## config.mk

```make
export PLATFORM = sky130hd
export DESIGN_NAME = idelay_tap_loader
export DESIGN_NICKNAME = d
export VERILOG_FILES = /design/src/rtl/idelay_pkg.sv /design/src/rtl/idelay_tap_loader.sv
export SDC_FILE = /design/constraint.sdc
export NUM_CORES = 1
export LEC_CHECK = 0
export CORE_MARGIN = 2
export CORE_UTILIZATION = 57
export DETAILED_ROUTE_END_ITERATION = 6
export DONT_BUFFER_PORTS = 1
export PLACE_DENSITY_LB_ADDON = 0.05
export SYNTH_ARGS = -nofsm -noshare
export SYNTH_HDL_FRONTEND = slang
export SYNTH_SLANG_ARGS = --single-unit
```

## constraint.sdc

```tcl
create_clock -name clk_div -period 9.3 [get_ports clk_div]
set_clock_uncertainty 0.2 [all_clocks]
set_input_delay 2.325 -clock clk_div [delete_from_list [all_inputs] [get_ports clk_div]]
set_output_delay 2.325 -clock clk_div [all_outputs]
set_load 0.03 [all_outputs]
```

## src/rtl/idelay_pkg.sv

```systemverilog
// Shared constants and FSM state type for the IDELAY tap-loader control path.
package idelay_pkg;

   localparam int unsigned TAP_W             = 9;
   localparam int unsigned DELAY_PIPE_LAT    = 5;
   // Readback must be stable one cycle before CHECK samples it.
   localparam int unsigned MIN_SETTLE_CYCLES = DELAY_PIPE_LAT + 1;

   typedef enum logic [2:0] {
      ST_IDLE,
      ST_SETUP,
      ST_LOAD,
      ST_WAIT,
      ST_CHECK,
      ST_RESP
   } state_e;

endpackage

```

## src/rtl/idelay_tap_loader.sv

```systemverilog
// Loads a tap value into one IDELAY lane, waits out the wrapper pipeline and
// verifies the readback, retrying a bounded number of times on mismatch.
module idelay_tap_loader
   import idelay_pkg::*;
#(
   parameter int unsigned NUM_LANES     = 16,
   parameter int unsigned LANE_W        = $clog2(NUM_LANES),
   parameter int unsigned SETTLE_CYCLES = 8,
   parameter int unsigned MAX_RETRY     = 2,
   parameter int unsigned TAP_MAX       = 511
) (
   input  logic                       clk_div,
   input  logic                       rst_n,
   input  logic                       cmd_valid,
   output logic                       cmd_ready,
   input  logic [LANE_W-1:0]          cmd_lane,
   input  logic [TAP_W-1:0]           cmd_tap,
   output logic [NUM_LANES-1:0]       dly_load,
   output logic [TAP_W-1:0]           dly_cntvaluein,
   input  logic [NUM_LANES*TAP_W-1:0] dly_cntvalueout,
   output logic                       rsp_valid,
   input  logic                       rsp_ready,
   output logic [LANE_W-1:0]          rsp_lane,
   output logic [TAP_W-1:0]           rsp_tap,
   output logic                       rsp_err,
   output logic                       busy
);

   localparam int unsigned CNT_W = $clog2(SETTLE_CYCLES + 1);
   localparam int unsigned RTY_W = (MAX_RETRY > 0) ? $clog2(MAX_RETRY + 1) : 1;

   if (SETTLE_CYCLES < MIN_SETTLE_CYCLES) begin : g_bad_settle
      $error("SETTLE_CYCLES must cover the delay-wrapper round trip");
   end

   state_e              state_q, state_d;
   logic [LANE_W-1:0]   lane_q, lane_d;
   logic [TAP_W-1:0]    tap_q, tap_d;
   logic [TAP_W-1:0]    rtap_q, rtap_d;
   logic                err_q, err_d;
   logic [CNT_W-1:0]    cnt_q, cnt_d;
   logic [RTY_W-1:0]    rty_q, rty_d;
   logic [TAP_W-1:0]    readback;
   logic                cmd_illegal;

   assign cmd_illegal = (32'(cmd_lane) >= NUM_LANES) || (32'(cmd_tap) > TAP_MAX);

   always_comb begin
      readback = '0;
      for (int unsigned i = 0; i < NUM_LANES; i++) begin
         if (32'(lane_q) == i) readback = dly_cntvalueout[i*TAP_W +: TAP_W];
      end
   end

   always_comb begin
      state_d = state_q;
      lane_d  = lane_q;
      tap_d   = tap_q;
      rtap_d  = rtap_q;
      err_d   = err_q;
      cnt_d   = cnt_q;
      rty_d   = rty_q;
      unique case (state_q)
         ST_IDLE: begin
            if (cmd_valid) begin
               lane_d = cmd_lane;
               tap_d  = cmd_tap;
               rty_d  = '0;
               rtap_d = '0;
               err_d  = 1'b0;
               if (cmd_illegal) begin
                  err_d   = 1'b1;
                  state_d = ST_RESP;
               end else begin
                  state_d = ST_SETUP;
               end
            end
         end
         ST_SETUP: state_d = ST_LOAD;
         ST_LOAD: begin
            cnt_d   = '0;
            state_d = ST_WAIT;
         end
         ST_WAIT: begin
            cnt_d = cnt_q + 1'b1;
            if (cnt_q == CNT_W'(SETTLE_CYCLES - 1)) state_d = ST_CHECK;
         end
         ST_CHECK: begin
            rtap_d = readback;
            if (readback == tap_q) begin
               err_d   = 1'b0;
               state_d = ST_RESP;
            end else if (32'(rty_q) < MAX_RETRY) begin
               rty_d   = rty_q + 1'b1;
               state_d = ST_SETUP;
            end else begin
               err_d   = 1'b1;
               state_d = ST_RESP;
            end
         end
         ST_RESP: if (rsp_ready) state_d = ST_IDLE;
         default: state_d = ST_IDLE;
      endcase
   end

   always_ff @(posedge clk_div) begin
      if (!rst_n) begin
         state_q <= ST_IDLE;
         lane_q  <= '0;
         tap_q   <= '0;
         rtap_q  <= '0;
         err_q   <= 1'b0;
         cnt_q   <= '0;
         rty_q   <= '0;
      end else begin
         state_q <= state_d;
         lane_q  <= lane_d;
         tap_q   <= tap_d;
         rtap_q  <= rtap_d;
         err_q   <= err_d;
         cnt_q   <= cnt_d;
         rty_q   <= rty_d;
      end
   end

   // Ready is gated by rst_n so it stays low while reset is still asserted.
   assign cmd_ready = rst_n && (state_q == ST_IDLE);
   assign busy      = (state_q != ST_IDLE);
   assign rsp_valid = (state_q == ST_RESP);
   assign rsp_lane  = rsp_valid ? lane_q : '0;
   assign rsp_tap   = rsp_valid ? rtap_q : '0;
   assign rsp_err   = rsp_valid && err_q;

   assign dly_cntvaluein = (state_q inside {ST_SETUP, ST_LOAD, ST_WAIT, ST_CHECK}) ? tap_q : '0;

   always_comb begin
      dly_load = '0;
      for (int unsigned i = 0; i < NUM_LANES; i++) begin
         if ((state_q == ST_LOAD) && (32'(lane_q) == i)) dly_load[i] = 1'b1;
      end
   end

endmodule

```

# [Word level (Yosys, flattened, before mapping)]
# Cells that the tools add are included.
[word_totals] input_bits=161 elab_cells=119 output_inout_bits=42 regBits=32
[op_classes] muxes=52 eq_ne=28 n_lt_le_gt_ge=1 addsub=2 reduce_logical=29
[ops] cell="two-way mux 9 bit" count=19
[ops] cell="equality test 4 bit, second input constant" count=8
[ops] cell="equality test 4 x 3 -> 1 bit, second input constant" count=5
[ops] cell="two-way mux 1 bit" count=19
[ops] cell="logical AND 1 bit" count=18
[ops] cell="one-hot mux 3 bit (6 select lines)" count=1
[ops] cell="one-hot mux 9 bit (2 select lines)" count=1
[ops] cell="two-way mux 3 bit" count=5
[ops] cell="equality test 9 bit" count=1
[ops] cell="equality test 4 x 2 -> 1 bit, second input constant" count=2
[ops] cell="!= test 2 bit, second input constant" count=4
[ops] cell="one-hot mux 4 bit (2 select lines)" count=1
[ops] cell="equality test 3 x 2 -> 1 bit, second input constant" count=2
[ops] cell="equality test 3 bit, second input constant" count=2
[ops] cell="two-way mux 2 bit" count=3
[ops] cell="AND reduction 3 bit" count=2
[ops] cell="adder 4 x 1 -> 4 bit, second input constant" count=1
[ops] cell="equality test 4 x 1 -> 1 bit, second input constant" count=1
[ops] cell="logical NOT 4 bit" count=1
[ops] cell="two-way mux 4 bit" count=1
[ops] cell="one-hot mux 2 bit (2 select lines)" count=1
[ops] cell="AND reduction 2 bit" count=2
[ops] cell="AND reduction 4 bit" count=1
[ops] cell="nonzero test 2 bit" count=2
[ops] cell="9 further kinds" count=9

# [Longest topological paths before layout]
# Gate-level depths: netlist of run 1.
[logic_depth] ltp_word=20 ltp_mapped=13 mapped_depth_nobuf=8

# [Least setup slack after synthesis of run 1]
# OpenSTA, ideal clock, no wires.
[synth_timing] path_kind="input -> output" startpoint="input rst_n" endpoint="output cmd_ready" path_buffers=1 cell_stages=2 slack_ns=3.916 arrival_time_ns=2.859 required_ns=6.775 cell_sequence="clkbuf_1 -> and2_1"
[synth_via] elab_chain_len=1
[synth_lines] item="start: declaration" line_no="idelay_tap_loader.sv:13" text="input logic rst_n,"
[synth_lines] item="logical AND 1 bit" line_no="idelay_tap_loader.sv:127" text="assign cmd_ready = rst_n && (state_q == ST_IDLE);"
[synth_lines] item="end: declaration" line_no="idelay_tap_loader.sv:15" text="output logic cmd_ready,"
# Every way passes these cells.

# [Final worst setup path of run 1]
[layout_timing] startpoint="register lane_q[1]" endpoint="output dly_load[2]"
[layout_via] elab_chain_len=3
[layout_lines] item="start: declaration" line_no="idelay_tap_loader.sv:37" text="logic [LANE_W-1:0] lane_q, lane_d;"
[layout_lines] item="start signal: assignment" line_no="idelay_tap_loader.sv:117" text="lane_q <= lane_d;"
[layout_lines] item="equality test 4 x 2 -> 1 bit" line_no="idelay_tap_loader.sv:139" text="if ((state_q == ST_LOAD) && (32'(lane_q) == i)) dly_load[i] = 1'b1;"
[layout_lines] item="logical AND 1 bit" line_no="idelay_tap_loader.sv:139"
[layout_lines] item="two-way mux 1 bit" line_no="idelay_tap_loader.sv:139"
[layout_lines] item="end: declaration" line_no="idelay_tap_loader.sv:18" text="output logic [NUM_LANES-1:0] dly_load,"
# Every way passes these cells.

==> flow_results.org, run 1 <==
** Run status
- The flow ran to the end, and the final reports show no timing, DRC or antenna violations.

** Clock tree
- Maximum clock path buffer count :: 2
- Total number of clock tree sinks :: 32
- Buffers inserted during clock tree synthesis total 5.
- The clock tree synthesis step divided the H-tree into 2 levels.
- After clock tree synthesis, the repair step resized 0 gates.
- For this design, the CTS-stage hold fixing added 0 buffers.
- Insertion delay to the later sink of the worst-skew pair :: 0.29 ns
- Clock root buffer :: sky130_fd_sc_hd__clkbuf_8
- Post-CTS Setup Repair Bufs :: 0
- TritonCTS clock tree :: built
- Clock-pin slew was measured on the worst setup and hold paths at 0.07 ns.

** Power
- Pwr per Cell Area :: 162 nW/um2
- Worst VDD drop :: about 0.13 mV
- Power consumption :: 583 uW
- P_leak :: approximately 0.0011 uW

** Timing
- The final critical path takes up about 57% of the cycle.
- Setup repair after global routing left no endpoint under its margin.
- Max-slew violations :: 0
- Setup slack closes at 3.99 ns.
- Measured against its own limit, the worst slew margin works out to 23.2%.
- Clock period minus worst slack :: 5.31 ns
- Hold violation count in the final report :: 0
- Maximum clock frequency :: 188 MHz
- Setup-failing EPs final :: 0
- For the pin with the worst max-slew slack, the measured transition is 1.14 ns.
- Summed negative setup slack over all endpoints :: 0 ns

** Finish
- Once layout is done, the placed cells without fillers occupy around 3600 um2.
- The repair_antennas step left the layout with diodes totalling 0.
- Share of post-route cells with drive strength above 1 :: 8.25%
- Layout overhead on the synthesized area :: 1.09%
- The final layout contains about 630 nets.
- The layout has between 500 and 600 filler cells.

** Route
- Post-DR wirelength/cell :: ~23 um
- DRC violations left :: 0
- The first routing iteration left between 300 and 400 violations.
- Vias per inst :: ~7
- The detail route stage leaves a number of antenna-violating nets equal to 0.
- Summing over every cut layer, the via total after detailed routing is just under 4000.
- Detailed-router iteration count before antenna repair :: 5
- Overall routed net length :: about 13 mm

** Setup path
- STA classifies the critical path endpoint as an output port.
- Type of the worst setup path :: flip-flop to output port
- For the worst setup path, the data arrival time is ~2.8 ns.
- Of all nets on the critical path, the largest fanout is 34.
- Startpoint kind of the worst setup timing path :: flip-flop
- Worst endpoint required time :: 6.78 ns

** GRT
- Entering global routing, the biggest net connects 64 pins.
- After global routing the overflow that remains totals 0.
- Number of global-route vias before repair :: 3762
- Overall track demand over capacity in global routing :: between 30% and 40%
- Met3 track demand over resource in global routing :: 8.45%
- Met2 capacity usage during global routing :: 56.8%
- In this run the most used layer during global routing was met2.
- For this run, global-route usage on met1 was measured as between 40 and 50%.
- The number of antenna violations at the first check in global routing was 0.
- The first global-routing pass estimated 20.0 mm of wire.

** Placement
- Summed over all nets, the half-perimeter wirelength after detailed placement is approximately 10 mm.
- Timing analysis after detailed placement gives a worst setup slack of 4.16 ns.
- The placed instances occupy a cell area of 3500 um2.
- Buffers placed on the I/O ports in this run total 0.
- Placer Congestion :: roughly 0.97

** Logic synthesis
- Count of mapped cells out of synthesis :: 498
- Number of library cell types mapped by synthesis :: slightly above 70
- When the netlist entered floorplanning its net count stood at 660.
- Summing every instance area after synthesis gives ~3600 um2.
- For this run, the number of Yosys warnings is 0.
- After synthesis, flip-flops and latches occupy between 10% and 20% of the total area.
- Number of synthesized flops with an enable pin :: 0
- Counting flops and latches in the post-synthesis netlist gives 32.
- A synthesized cell averages between 7 and 8 um2.
- For this run, the leading register cell type out of synthesis is sky130_fd_sc_hd__dfxtp_1.
- Counting flops with an async set or reset pin after synthesis yields a share of 0%.

** Run
- Max-cap violations :: 0

** Die
- Ports placed on the boundary :: 203
- Placeable core area :: slightly below 6000 um2
- In this run the horizontal extent of the chip is approximately 83 um.
- Initial core utilization :: between 50% and 60%
- Measured along the y axis, the die boundary spans 83.0 um.
- Site Rows :: 28
- Die ar. :: just under 7000 um2

** Min path
- Worst hold path class :: flip-flop to flip-flop
[state kept, by name (all words and copies together) (netlist names)]
name     cells
rtap_q       9
err_q        1
lane_q       4
tap_q        9
rty_q        2
cnt_q        4
state_q      3
[path summary, 6_finish.rpt]
check,from,endpoint,slack [ns],depth (start not counted)
setup / recovery,lane_q[1],dly_load[2],3.99,4
hold / removal,rtap_q[6],rtap_q[6],0.28,2
setup reg to reg,lane_q[2],rty_q[0],5.14,10
hold reg to reg,rtap_q[6],rtap_q[6],0.28,2
[cell usage after synthesis, types with 11 or more instances]
cell type / number / area, um2
sky130_fd_sc_hd__inv_1: 13 / 48.8
sky130_fd_sc_hd__nor2b_1: 13 / 81.3
sky130_fd_sc_hd__a21boi_0: 20 / 150
sky130_fd_sc_hd__o21ai_0: 25 / 125
sky130_fd_sc_hd__buf_2: 15 / 75.1
sky130_fd_sc_hd__and2_1: 23 / 144
sky130_fd_sc_hd__nor2_1: 49 / 184
sky130_fd_sc_hd__clkbuf_1: 18 / 67.6
sky130_fd_sc_hd__mux2_2: 11 / 124
sky130_fd_sc_hd__a21oi_1: 26 / 130
sky130_fd_sc_hd__mux2i_1: 12 / 120
sky130_fd_sc_hd__nor3_1: 16 / 80.1
sky130_fd_sc_hd__dfxtp_1: 32 / 641
sky130_fd_sc_hd__nand2_1: 61 / 229
[area by class of cell]
cell class / count / area [um2] / share of cell area, %
Timing Repair Buffer: 6 / 45.0 / 1.25
Tap cell: 75 / 93.8 / 2.61
Clock buffer: 5 / 68.8 / 1.92
Multi-Input combinational cell: 412 / 2670 / 74.2
Inverter: 15 / 56.3 / 1.57
Clock inverter: 3 / 18.8 / 0.522
Sequential cell: 32 / 643 / 17.9
[critical path: stages, from the launching register on]
cell	delay, ns
sky130_fd_sc_hd__dfxtp_2	0.69
sky130_fd_sc_hd__buf_4	0.43
sky130_fd_sc_hd__nor2b_1	0.46
sky130_fd_sc_hd__nand2_1	0.18
sky130_fd_sc_hd__nor3_1	0.72
[per-layer routing]
layer	up-vias	wire length [um]
met5	-	0
met4	0	360
met3	31	1310
met2	254	6030
met1	1848	5030
li1	1813	-
[placed cells by master, fill, tap and decap left out, types with 3 or more instances in the layout]
cell type	instances
sky130_fd_sc_hd__nand2_1	61
sky130_fd_sc_hd__nor2_1	49
sky130_fd_sc_hd__dfxtp_1	30
sky130_fd_sc_hd__a21oi_1	26
sky130_fd_sc_hd__o21ai_0	25
sky130_fd_sc_hd__and2_1	23
sky130_fd_sc_hd__a21boi_0	20
sky130_fd_sc_hd__nor3_1	16
sky130_fd_sc_hd__inv_1	13
sky130_fd_sc_hd__nor2b_1	13
sky130_fd_sc_hd__mux2i_1	12
sky130_fd_sc_hd__mux2_2	11
sky130_fd_sc_hd__nand2b_1	10
sky130_fd_sc_hd__nand3_1	9
sky130_fd_sc_hd__a31oi_1	8
sky130_fd_sc_hd__o221ai_1	7
sky130_fd_sc_hd__a211oi_1	7
sky130_fd_sc_hd__a221oi_1	7
sky130_fd_sc_hd__o22ai_1	7
sky130_fd_sc_hd__nand3b_1	7
sky130_fd_sc_hd__buf_4	6
sky130_fd_sc_hd__a22oi_1	5
sky130_fd_sc_hd__a22o_1	5
sky130_fd_sc_hd__mux4_2	5
sky130_fd_sc_hd__nor3b_1	5
sky130_fd_sc_hd__clkbuf_8	5
sky130_fd_sc_hd__xnor2_1	4
sky130_fd_sc_hd__or3_1	4
sky130_fd_sc_hd__o32ai_1	4
sky130_fd_sc_hd__nor4b_1	3
sky130_fd_sc_hd__nand4_1	3
sky130_fd_sc_hd__o22a_1	3
sky130_fd_sc_hd__o211ai_1	3
sky130_fd_sc_hd__o2111ai_1	3
[cell families after synthesis]
kind of cell               count (synthesis)  synth area share (%)
and+or+nand+nor                          220                  31.7
DFF                                       32                  18.0
muxes                                     28                  10.0
xor gates and xnor gates                   5                  1.23
AOI/OAI and AO/OA                        158                  31.5
adders and majority gates                  1                 0.352
buffers and inverters                     54                  7.08
[where the power goes]
group	switching [uW]	total (uW)	internal [uW]
logic	184	290	106
registers	32.4	183	151
clock network	57.4	110	52.2
[through the flow]
step / hold WS [ns] / utilization (%) / instances
2_1_floorplan: 0.239 / - / 498
3_3_place_gp: 0.259 / 58.8 / 540
3_5_place_dp: 0.262 / 58.8 / 540
4_1_cts: 0.280 / 60.3 / 548
5_1_grt: 0.320 / 60.3 / 548
6_report: 0.280 / 60.3 / 548
Note: power is estimated with default switching activity, not from simulation.
==> inputs of run 2 (changes only) <==
==> constraint.sdc (replaced) <==
create_clock -name clk_div -period 4.4 [get_ports clk_div]
set_clock_uncertainty 0.2 [all_clocks]
set_input_delay 1.1 -clock clk_div [delete_from_list [all_inputs] [get_ports clk_div]]
set_output_delay 1.1 -clock clk_div [all_outputs]
set_load 0.03 [all_outputs]
==> flow_results.org, run 2 (same netlist as run 1, synthesis figures left out) <==
** Clock tree
- Total number of clock tree sinks :: 32 (unchanged)
- The clock input transition at the sequential cells of the worst setup and hold paths is 0.07 ns (about the same).
- The clock tree buffer depth was 2 (unchanged).
- The count of buffers added by post-CTS timing repair for setup came to 0 (unchanged).
- Count of hold-fix buffers inserted at cts :: 0 (unchanged)
- TritonCTS clock tree :: built
- Post_cts resized :: 0 (unchanged)
- Clock root buffer :: sky130_fd_sc_hd__clkbuf_8
- Number of H-tree levels :: 2 (unchanged)
- The source-to-sink clock delay at the later pin of the worst-skew pair came to 0.30 ns (about the same).
- Total clock buffers created by CTS :: 5 (unchanged)

** Route
- The total wire length after detailed routing came to 13.2 mm (+3.7%).
- The total iterations of the first detailed-routing run came to 5 (unchanged).
- The violation count after the first detailed-routing iteration was 297 (-1.7%).
- The post-route DRC violation count is 0 (unchanged).
- The number of nets with antenna violations after routing was 0 (unchanged).
- The via count came to 3975 (+0.73%).
- Vias per inst :: 7.10 (-1.4%)
- Post-DR wirelength/cell :: 23.6 um (+1.5%)

** Power
- The power share of the combinational group was 48.0% (-1.8 points).
- Proportion of total power due to net switching :: 44.4% (-2.6 points)
- Cell-internal power :: 730 uW (+140%)
- P_leak :: 0.00118 uW (+6.2%)
- Pwr per Cell Area :: 352 nW/um2 (+120%)
- P_sw :: 582 uW (+110%)
- The part of the power in the clock network is 21.8% (+3.0 points).
- The share of power burned in registers came to 30.1% (-1.3 points).
- The maximum vdd drop is 0.280 mV (+120%).

** Timing
- Remaining max-slew budget at the tightest pin :: 16.4% (-6.7 points)
- Setup repair after global routing left no endpoint under its margin.
- Hold violation count in the final report :: 0 (unchanged)
- Static timing analysis puts the maximum clock frequency at 265 MHz.
- The final number of max-transition violations was 0 (unchanged).
- The accumulated negative setup slack was 0 ns (unchanged).
- The pin slew with the least headroom to its limit is 1.24 ns (+0.100 ns).
- Setup-failing EPs final :: 0 (unchanged)
- Clock period minus worst slack :: approximately 3.8 ns
- Share of the clock period used by the worst path :: 85.6%

** Die
- The number of core rows was 28 (unchanged).
- The die outline height came to 83.0 um (unchanged).
- The number of primary I/O pins was 203 (unchanged).
- Die ar. :: 6880 um2 (unchanged)
- Placeable core area :: 5960 um2 (unchanged)
- Initial core utilization :: 59.7% (unchanged)
- The x dimension of the die was 83.0 um (unchanged).

** Run
- The reported max-cap violation count is 0 (unchanged).

** Setup path
- Type of the worst setup path :: flip-flop to flip-flop
- Reg-to-reg setup timing slack :: 0.63 ns (-4.51 ns)
- STA classifies the critical path startpoint as a flip-flop.
- The data arrival time of the critical path was 3.76 ns (+0.98 ns).
- STA classifies the critical path endpoint as a flip-flop.
- The critical path required time was 4.39 ns (-2.39 ns).
- The largest fanout on the critical path came to 34 (unchanged).

** Finish
- Layout net count :: 645 (+1.7%)
- Final non-filler cell total :: 560 (+2.2%)
- Area taken by flip-flops and latches :: 643 um2 (unchanged)
- The largest registers in the layout are rtap_q (9), tap_q (9).
- The library cell used most frequently in the layout, excluding fill and tap cells, is sky130_fd_sc_hd__nand2_1.
- Commonest non-fill, non-tap cells in the layout :: sky130_fd_sc_hd__nand2_1, sky130_fd_sc_hd__nor2_1, sky130_fd_sc_hd__dfxtp_1
- The layout filler cell count came to 573 (-2.4%).
- The final design utilization came to 62.6% (+2.2 points).
- The fraction of layout cells with a size suffix above 1 came to 10.3% (+2.1 points).
- Area of the multi-input gates :: 2670 um2 (unchanged)
- Layout overhead on the synthesized area :: 4.86%

** GRT
- Antenna violations before repair :: 1 (+1)
- Wire length of the first global-routing pass :: 20.5 mm (+2.4%)
- The remaining global-route overflow is 0 (unchanged).
- The overall global routing resource usage was 36.8% (+1.2 points).
- Maximum number of pins on one net before global-route repair :: 43 (-33%)
- Number of global-route vias before repair :: 3915 (+4.1%)

** Min path
- The tightest min-delay check is of the flip-flop to flip-flop type.

** Placement
- Placer Congestion :: 1.01 (+4.4%)
- Number of I/O port buffers :: 0 (unchanged)
- The HPWL reported at the end of detailed placement came to 10.4 mm (+4.4%).
- The total placed cells including tap cells is 551 (+2.0%).

** Run status
- The flow ran to the end, and the final reports show no timing, DRC or antenna violations.
run 2: worst max-delay path, cell delays in order (launching register included):
cell	delay [ns]
sky130_fd_sc_hd__dfxtp_2	0.73
sky130_fd_sc_hd__buf_12	0.27
sky130_fd_sc_hd__nand2b_1	0.38
sky130_fd_sc_hd__a21oi_1	0.08
sky130_fd_sc_hd__a211oi_1	0.28
sky130_fd_sc_hd__o2111ai_1	0.14
sky130_fd_sc_hd__or4_1	0.42
sky130_fd_sc_hd__or4_4	0.51
sky130_fd_sc_hd__or3_4	0.39
sky130_fd_sc_hd__o2111a_1	0.25
run 2: power by group through the flow:
stage | clock network [uW] | logic (uW) | registers, uW
final | 286 | 630 | 395
after global routing | 304 | 685 | 403
after CTS | 290 | 620 | 392
after detailed placement | 0 | 617 | 399
after global placement | 0 | 608 | 397
after floorplan | 0 | 529 | 344
run 2: metal layers:
layer | GRT usage (%) | wire [um]
met2 | 61.0 | 6250
met5 | 0 | 0
met3 | 10.0 | 1380
met4 | 15.5 | 449
met1 | 44.7 | 5110
run 2: area by class of cell:
type,instances,area share (%)
clock buffer,5,1.85
tap,75,2.52
sequential,32,17.3
multi-input combinational,412,71.6
inverter,15,1.51
clock inverter,3,1.14
timing repair buffer,17,4.10
antenna,1,0.0672
run 2: per-stage QoR:
stage / hold WS, ns / total power [uW] / setup WS [ns] / instance area, um2
2_1_floorplan: 0.239 / 872 / 0.640 / 3550
3_3_place_gp: 0.255 / 1010 / 0.547 / 3610
3_5_place_dp: 0.275 / 1020 / 0.514 / 3610
4_1_cts: 0.290 / 1300 / 0.680 / 3720
5_1_grt: 0.324 / 1390 / 0.441 / 3730
6_report: 0.289 / 1310 / 0.631 / 3730
run 2: path summary, 6_finish.rpt:
kind / from / to / cells past startpoint
max: lane_q[1] / err_q / 9
min: rtap_q[6] / rtap_q[6] / 2
max reg2reg: lane_q[1] / err_q / 9
min reg2reg: rtap_q[6] / rtap_q[6] / 2
